<file path="config.mk">
export PLATFORM = sky130hd
export DESIGN_NAME = paddle_ctrl
export DESIGN_NICKNAME = d
export VERILOG_FILES = /design/src/rtl/paddle_pkg.sv /design/src/rtl/paddle_avg4.sv /design/src/rtl/paddle_ctrl.sv
export SDC_FILE = /design/constraint.sdc
export NUM_CORES = 1
export LEC_CHECK = 0
export ABC_AREA = 1
export CAP_MARGIN = 10
export CORE_MARGIN = 2
export CORE_UTILIZATION = 45
export CTS_BUF_LIST = sky130_fd_sc_hd__clkbuf_8 sky130_fd_sc_hd__clkbuf_16
export DETAILED_ROUTE_END_ITERATION = 7
export HOLD_SLACK_MARGIN = 0.1
export PLACE_DENSITY = 0.65
export SLEW_MARGIN = 20
export SYNTH_ARGS = -nofsm -noshare
export SYNTH_HDL_FRONTEND = slang
export SYNTH_HIERARCHICAL = 1
export SYNTH_SLANG_ARGS = --single-unit
export TNS_END_PERCENT = 20
</file>
<file path="constraint.sdc">
create_clock -name clk -period 13.1 [get_ports clk]
set_input_delay 1.965 -clock clk [delete_from_list [all_inputs] [get_ports clk]]
set_output_delay 1.965 -clock clk [all_outputs]
set_load 0.02 [all_outputs]
</file>
<file path="src/rtl/paddle_pkg.sv">
// Shared types and constants for the per-player paddle controller.
package paddle_pkg;

    typedef enum logic [1:0] {
        IDLE,
        SLOW,
        FAST
    } state_t;

    localparam logic [7:0] FILTER_RESET = 8'd128;

    function automatic logic [7:0] center_pos(input int unsigned lo, input int unsigned hi);
        return 8'((lo + hi) / 2);
    endfunction

endpackage

</file>
<file path="src/rtl/paddle_avg4.sv">
// Strobe-driven 4-tap moving average of the raw analog paddle position.
module paddle_avg4
    import paddle_pkg::*;
(
    input  logic       clk,
    input  logic       _reset,
    input  logic       strobe,
    input  logic [7:0] pos,
    output logic [7:0] avg
);

    logic [7:0] taps [4];
    logic [9:0] sum;

    always_ff @(posedge clk or negedge _reset) begin
        if (!_reset) begin
            for (int unsigned i = 0; i < 4; i++) taps[i] <= FILTER_RESET;
        end else if (strobe) begin
            taps[0] <= pos;
            for (int unsigned i = 1; i < 4; i++) taps[i] <= taps[i-1];
        end
    end

    always_comb begin
        sum = {2'b00, taps[0]} + {2'b00, taps[1]} + {2'b00, taps[2]} + {2'b00, taps[3]};
        avg = sum[9:2];
    end

endmodule

</file>
<file path="src/rtl/paddle_ctrl.sv">
// Converts one player's digital or analog controls into a per-frame paddle vpos.
module paddle_ctrl
    import paddle_pkg::*;
#(
    parameter int unsigned VPOS_MIN     = 16,
    parameter int unsigned VPOS_MAX     = 200,
    parameter int unsigned STEP_SLOW    = 2,
    parameter int unsigned STEP_FAST    = 6,
    parameter int unsigned ACCEL_FRAMES = 8
) (
    input  logic       clk,
    input  logic       _reset,
    input  logic       _v256,
    input  logic       _attract,
    input  logic       use_analog,
    input  logic       joy_up,
    input  logic       joy_down,
    input  logic       analog_strobe,
    input  logic [7:0] analog_pos,
    output logic [7:0] vpos,
    output logic       moving
);

    localparam logic [7:0]        MIN8   = 8'(VPOS_MIN);
    localparam logic [7:0]        MAX8   = 8'(VPOS_MAX);
    localparam logic signed [9:0] MIN_S  = 10'(VPOS_MIN);
    localparam logic signed [9:0] MAX_S  = 10'(VPOS_MAX);
    localparam logic [7:0]        SPAN   = 8'(VPOS_MAX - VPOS_MIN);
    localparam logic [7:0]        SLOW8  = 8'(STEP_SLOW);
    localparam logic [7:0]        FAST8  = 8'(STEP_FAST);
    localparam logic [8:0]        ACCEL9 = 9'(ACCEL_FRAMES);
    localparam logic [7:0]        CENTER = center_pos(VPOS_MIN, VPOS_MAX);

    state_t     state, state_cur, state_n;
    logic [7:0] cnt, cnt_cur, cnt_n;
    logic [8:0] cnt_inc;
    logic       v256_q, ua_q, tick;
    logic       dir_up, dir_dn, dir_act;
    logic [7:0] step, clamped, avg, analog_vpos, vpos_n;
    logic       moving_n;
    logic signed [9:0] delta, sum_s;
    logic [15:0] prod;

    paddle_avg4 u_avg (
        .clk    (clk),
        ._reset (_reset),
        .strobe (analog_strobe),
        .pos    (analog_pos),
        .avg    (avg)
    );

    assign tick    = v256_q & ~_v256;
    assign dir_up  = joy_up & ~joy_down;
    assign dir_dn  = joy_down & ~joy_up;
    assign dir_act = dir_up | dir_dn;

    // A mode switch discards speed history immediately, even between ticks.
    assign state_cur = (use_analog != ua_q) ? IDLE : state;
    assign cnt_cur   = (use_analog != ua_q) ? '0 : cnt;
    assign cnt_inc   = {1'b0, cnt_cur} + 9'd1;
    assign step      = (state_cur == FAST) ? FAST8 : SLOW8;

    always_comb begin
        delta = dir_up ? -$signed({2'b00, step}) : $signed({2'b00, step});
        sum_s = $signed({2'b00, vpos}) + delta;
        if (sum_s < MIN_S)      clamped = MIN8;
        else if (sum_s > MAX_S) clamped = MAX8;
        else                    clamped = sum_s[7:0];
        prod        = {8'b0, avg} * {8'b0, SPAN};
        analog_vpos = MIN8 + prod[15:8];
    end

    always_comb begin
        state_n  = state_cur;
        cnt_n    = cnt_cur;
        vpos_n   = vpos;
        moving_n = moving;
        if (tick) begin
            if (!_attract) begin
                state_n  = IDLE;
                cnt_n    = '0;
                moving_n = 1'b0;
            end else if (use_analog) begin
                state_n  = IDLE;
                cnt_n    = '0;
                vpos_n   = analog_vpos;
                moving_n = (analog_vpos != vpos);
            end else begin
                if (dir_act) begin
                    vpos_n = clamped;
                    case (state_cur)
                        IDLE: begin
                            cnt_n   = 8'd1;
                            state_n = (ACCEL9 <= 9'd1) ? FAST : SLOW;
                        end
                        SLOW: begin
                            cnt_n   = cnt_inc[7:0];
                            state_n = (cnt_inc >= ACCEL9) ? FAST : SLOW;
                        end
                        default: state_n = FAST;
                    endcase
                end else begin
                    state_n = IDLE;
                    cnt_n   = '0;
                end
                moving_n = (vpos_n != vpos);
            end
        end
    end

    always_ff @(posedge clk or negedge _reset) begin
        if (!_reset) begin
            state  <= IDLE;
            cnt    <= '0;
            v256_q <= 1'b1;
            ua_q   <= 1'b0;
            vpos   <= CENTER;
            moving <= 1'b0;
        end else begin
            state  <= state_n;
            cnt    <= cnt_n;
            v256_q <= _v256;
            ua_q   <= use_analog;
            vpos   <= vpos_n;
            moving <= moving_n;
        end
    end

endmodule

</file>
==> impl_metrics.toml, run 1 <==
[status]
status = "finished, final reports clean"

[floorplan]
initial_core_util = 0.4627
die_width_um = 109.6
io_pins = 25
coreArea_mm2 = 0.01084
dieArea_mm2 = 0.01201
die_h_um = 109.6
rows = 38

[timing]
timing.final.crit_share = 0.4579
period_minus_slack_ps = 5998
slew_headroom = 0.4330
finalHoldViolations = 0
rsz0062_at_grt = "false"
fin_tns_setup_ps = 0
fmax_ghz = 0.1667
drv_slew = 0
worst_pin_slew_ps = 850.4
finalClockSkew_ps = 10.74
finalSetupViolCount = 0

[setup_path]
crit-reg2reg-capture = "moving"
r2r_setup_slack_ps = 7100
ff2ff_path_depth = 36
r2r-start = "u_avg/taps[1]"
crit_arrival_ps = 6240
end_kind = "flip-flop"
crit_path_end = "moving"
crit_path_max_incr_delay_ps = 530
cp_num_buf_inv = 5
required_ps = 13340
cp_slowest_cell = "fa_1"
cpMostUsedCell = "nand2_1"
startpoint_type = "flip-flop"
startpoint = "u_avg/taps[1]"
timing_worst_setup_path_type = "reg -> reg"
crit_fanout = 4
crit_family = "adder cells"
cp.depth = 36

[layout]
area_delta_synth_final_pct = 9.429
antenna_cells = 0
final_common_cell = "nand2_1"
drive_gt1_frac = 0.1062
layout_common_cells = "181 x nand2_1, 138 x inv_1, 50 x o21ai_0"
fin_nets = 791

[drt]
dr_total_vias = 4191
ant_nets = 0
drt-total-wl_um = 9944
wl_per_cell_um = 11.75
viasPerCell = 4.954
drt_iter0_markers = 152
drc_errors = 0
dr.pass1.iters = 4

[yosys]
synthCells = 683
syn_nets = 769
synth_area_mm2 = 0.005016
ys_ff_latch = 53
yosys_warnings = 6
postSynthAreaPerCell_um2 = 7.344
synth_seq_area_share = 0.2667
yosysUniqueCellTypes = 39

[placement]
finalWeightedCongestion = 0.9004
portBuffers = 24
place_hpwl_um = 8057

[clocking]
cts.repair.resized = 0
post_cts_buffers = 0
clockBufferDepth = 2
clk-insertion-delay-late_ps = 330
cts_hold_buf = 0
numCtsBuffers = 5
htree_levels = 2
cts_tree = "yes"
clock_sinks = 53
clockRootBuffer = "clkbuf_8"
clkTransAtPathRegs_ps = 110

[global_routing]
track_usage = 0.1828
grt_max_degree = 63
overflow = 0
grt_pass1_wl_um = 17550
antenna_found_initial = 0
grt_pass1_vias = 4189

[hold_path]
worstHoldPathCells = 2
hold_path.class = "reg -> reg"

[job]
cap_violations = 0
[flip-flops by register name (all words and copies together) (netlist names)]
name / count
cnt: 8
v256_q: 1
state: 2
u_avg/taps: 32
ua_q: 1
vpos: 8
moving: 1
[per-stage QoR]
stage / setup slack, ps / hold WS (ps) / utilization / std cells / cell area (um2)
5_1_grt: 6608 / 512.8 / 0.5063 / 846 / 5489
3_3_place_gp: 7151 / 458.4 / 0.4954 / 838 / 5370
4_1_cts: 7046 / 491.9 / 0.5063 / 846 / 5489
2_1_floorplan: 7628 / 449.8 / - / 683 / 5016
6_report: 7102 / 487.6 / 0.5063 / 846 / 5489
3_5_place_dp: 7072 / 468.7 / 0.4954 / 838 / 5370
[worst reg2reg max path: cells and delay by family (launching register included)]
kind                     cells  cell delay [ps]
adder cells (fa/ha/maj)      8             3370
flip-flops                   1              340
buffers and inverters        5              240
AND/OR/NAND/NOR             22             1730
AO/OA/AOI/OAI                1              230
[Yosys cell counts, drive strengths merged]
cell	instances	area, um2
o21bai	2	15.01
or2	1	6.260
nor2	40	195.2
nand3b	2	15.01
a211oi	1	7.510
dfrtp	44	1101
o21ai	51	255.2
buf	7	47.54
mux2	2	22.52
o22ai	6	37.54
fa	26	520.5
nor3	2	15.01
ha	44	550.5
nand3	45	245.2
clkbuf	3	11.26
inv	145	546.8
o31ai	3	27.52
xor2	8	88.84
nand2	205	844.6
xnor2	3	26.28
a21oi	26	141.4
nand4	6	43.79
o211ai	1	7.510
dfstp	9	236.5
a21o	1	7.510
[how the worst min path moves through the flow]
stage                                end  slack, ps            from
after detailed placement  u_avg/taps[11]        470  u_avg/taps[19]
after global routing      u_avg/taps[11]        510  u_avg/taps[19]
after floorplan            u_avg/taps[0]        450   u_avg/taps[8]
after global placement     u_avg/taps[8]        460  u_avg/taps[16]
final                      u_avg/taps[4]        490  u_avg/taps[12]
after CTS                 u_avg/taps[11]        490  u_avg/taps[19]
[final cells by class]
class                      count  area [um2]
clock buffer                   5       68.82
clock inverter                 3       50.05
fill                        1060        5351
inverter                     145       546.8
multi-input combinational    475        3073
sequential                    53        1338
tap                          140       175.2
timing repair buffer          25       237.7
[routing by layer]
metal	share of wire	global-route usage
met5	0	0
met3	0.032	0.02786
met1	0.45	0.2156
met4	0.015	0.05606
met2	0.50	0.3395
[logic make-up (layout without fill, tap and decap cells)]
logic type                 after synthesis  in the layout  share of synthesized area
buffers and inverters                  155            178                     0.1207
DFF                                     53             53                     0.2667
muxes                                    2              2                   0.004490
and+or+nand+nor                        301            301                     0.2721
AOI/OAI and AO/OA                       91             91                    0.09953
xor gates and xnor gates                11             11                    0.02295
adders and majority gates               70             70                     0.2135
Power of run 1 is not shown: default switching activity piles up to over one toggle a cycle in this logic, so the estimate is an artifact.
==> run 2, diff against run 1 <==
Clock period 13.1 ns to 6.2 ns, I/O delays scaled along.
==> run 2 against run 1 <==
Flip-flop and latch count unchanged; largest cell class unchanged; die area did not move; via count decreased by 0.14%; worst hold slack worse by 4.1 ps; clock-buffer cell count is the same; non-clock buffer count up 4; critical endpoint unchanged; sequential share of layout area decreased by 0.24 points; global-route usage grew 0.69 points; utilization up 0.51 points; worst setup slack worse by 6700 ps.
==> impl_metrics.toml, run 2 (synthesis gave the netlist of run 1 again) <==
[setup_path]
cpMostUsedCell = "nand2_1"
end_kind = "flip-flop"
crit_path_max_incr_delay_ps = 530
crit_arrival_ps = 6010
required_ps = 6430
cp_num_buf_inv = 6
startpoint_type = "flip-flop"
startpoint = "u_avg/taps[7]"
crit_family = "adder cells"
r2r-start = "u_avg/taps[7]"
timing_worst_setup_path_type = "reg -> reg"
cp_slowest_cell = "dfstp_2"
crit_fanout = 5

[global_routing]
grt_pass1_vias = 4321
grt_max_degree = 63
overflow = 0
track_usage = 0.1898
grt_pass1_wl_um = 18370
antenna_found_initial = 0

[layout]
largest-register = "u_avg/taps"
reg.largest.list = "u_avg/taps x32, cnt x8, vpos x8"
fin_nets = 795
largest_reg_flops = 32
final_common_cell = "nand2_1"
layout.cells.non_filler = 850
fin_area_mm2 = 0.005544
area_delta_synth_final_pct = 10.53
antenna_cells = 0
utilization = 0.5114
drive_gt1_frac = 0.1268
layout_common_cells = "178 x nand2_1, 139 x inv_1, 50 x o21ai_0"

[placement]
place_hpwl_um = 7940
finalWeightedCongestion = 0.8969
place_inst = 839
pre_cts_slack_ps = 292.3
dpl-instance-area_mm2 = 0.005378
portBuffers = 24

[floorplan]
die_width_um = 109.6
io_pins = 25
coreArea_mm2 = 0.01084
rows = 38
initial_core_util = 0.4627
die_h_um = 109.6
dieArea_mm2 = 0.01201

[clocking]
cts_tree = "yes"
clockRootBuffer = "clkbuf_8"
clock_sinks = 53
htree_levels = 2
numCtsBuffers = 5
clk-insertion-delay-late_ps = 330
cts_hold_buf = 0
clockBufferDepth = 2
clkTransAtPathRegs_ps = 110

[drt]
viasPerCell = 4.924
wl_per_cell_um = 11.71
ant_nets = 0
drt-total-wl_um = 9957
dr_total_vias = 4185
dr.pass1.iters = 5
drc_errors = 0
drt_iter0_markers = 203

[timing]
finalClockSkew_ps = 17.52
fin_ws_ps = 420.1
finalSetupViolCount = 0
worst_pin_slew_ps = 857.0
fmax_ghz = 0.1730
timing.final.crit_share = 0.9322
finalHoldViolations = 0
drv_slew = 0
period_minus_slack_ps = 5780
slew_headroom = 0.4286

[status]
status = "finished, final reports clean"

[job]
cap_violations = 0

[hold_path]
hold_path.class = "reg -> reg"
min_from = "u_avg/taps[30]"
-- run 2: cell types whose count changed in the layout (fill, tap and decap cells not counted), sizes merged --
| cell | delta |
|---|---|
| bufinv | -1 |
| inv | +1 |
| buf | +4 |
-- run 2: tightest hold or removal path, delay by kind of cell (launching register included) --
kind             cells  cell delay [ps]
AND/OR/NAND/NOR      1               40
AO/OA/AOI/OAI        1               60
flip-flops           1              350
-- run 2: timing repair --
item	CTS	global route
endpoints found under the hold margin	0	0
setup buffers	0	3
gates resized for setup	0	12
endpoints found under the setup margin	0	1
-- run 2: stage by stage --
stage                     TNS (ps)  hold WS [ps]
after floorplan                  0         449.8
after global placement           0         458.8
after detailed placement         0         468.0
after CTS                        0         490.7
after global routing        -21.57         519.7
final                            0         483.5
-- run 2: metal layers --
layer | track usage | routed length [um] | vias to the layer above
li1 | - | - | 2165
met1 | 0.2337 | 4553 | 1946
met2 | 0.3369 | 4988 | 64
met3 | 0.03438 | 315 | 10
met4 | 0.05787 | 99 | 0
met5 | 0 | 0 | -
-- run 2: final cells by class --
| class | instances | area, um2 |
|---|---|---|
| clock inverters | 3 | 17.52 |
| clock buffers | 5 | 68.82 |
| well taps | 140 | 175.2 |
| multi-input cells | 475 | 3131 |
| fillers | 1056 | 5296 |
| inverters | 145 | 546.8 |
| flip-flops and latches | 53 | 1338 |
| repair buffers | 29 | 267.8 |
-- run 2: path summary, 6_finish.rpt --
path / to / slack, ps / cells past startpoint
max: moving / 420 / 33
min: u_avg/taps[22] / 480 / 2
max reg2reg: moving / 420 / 33
min reg2reg: u_avg/taps[22] / 480 / 2
max in group asynchronous: u_avg/taps[30] / 5020 / 2
min in group asynchronous: u_avg/taps[2] / 730 / 2
Power of run 2 is left out for the same reason.
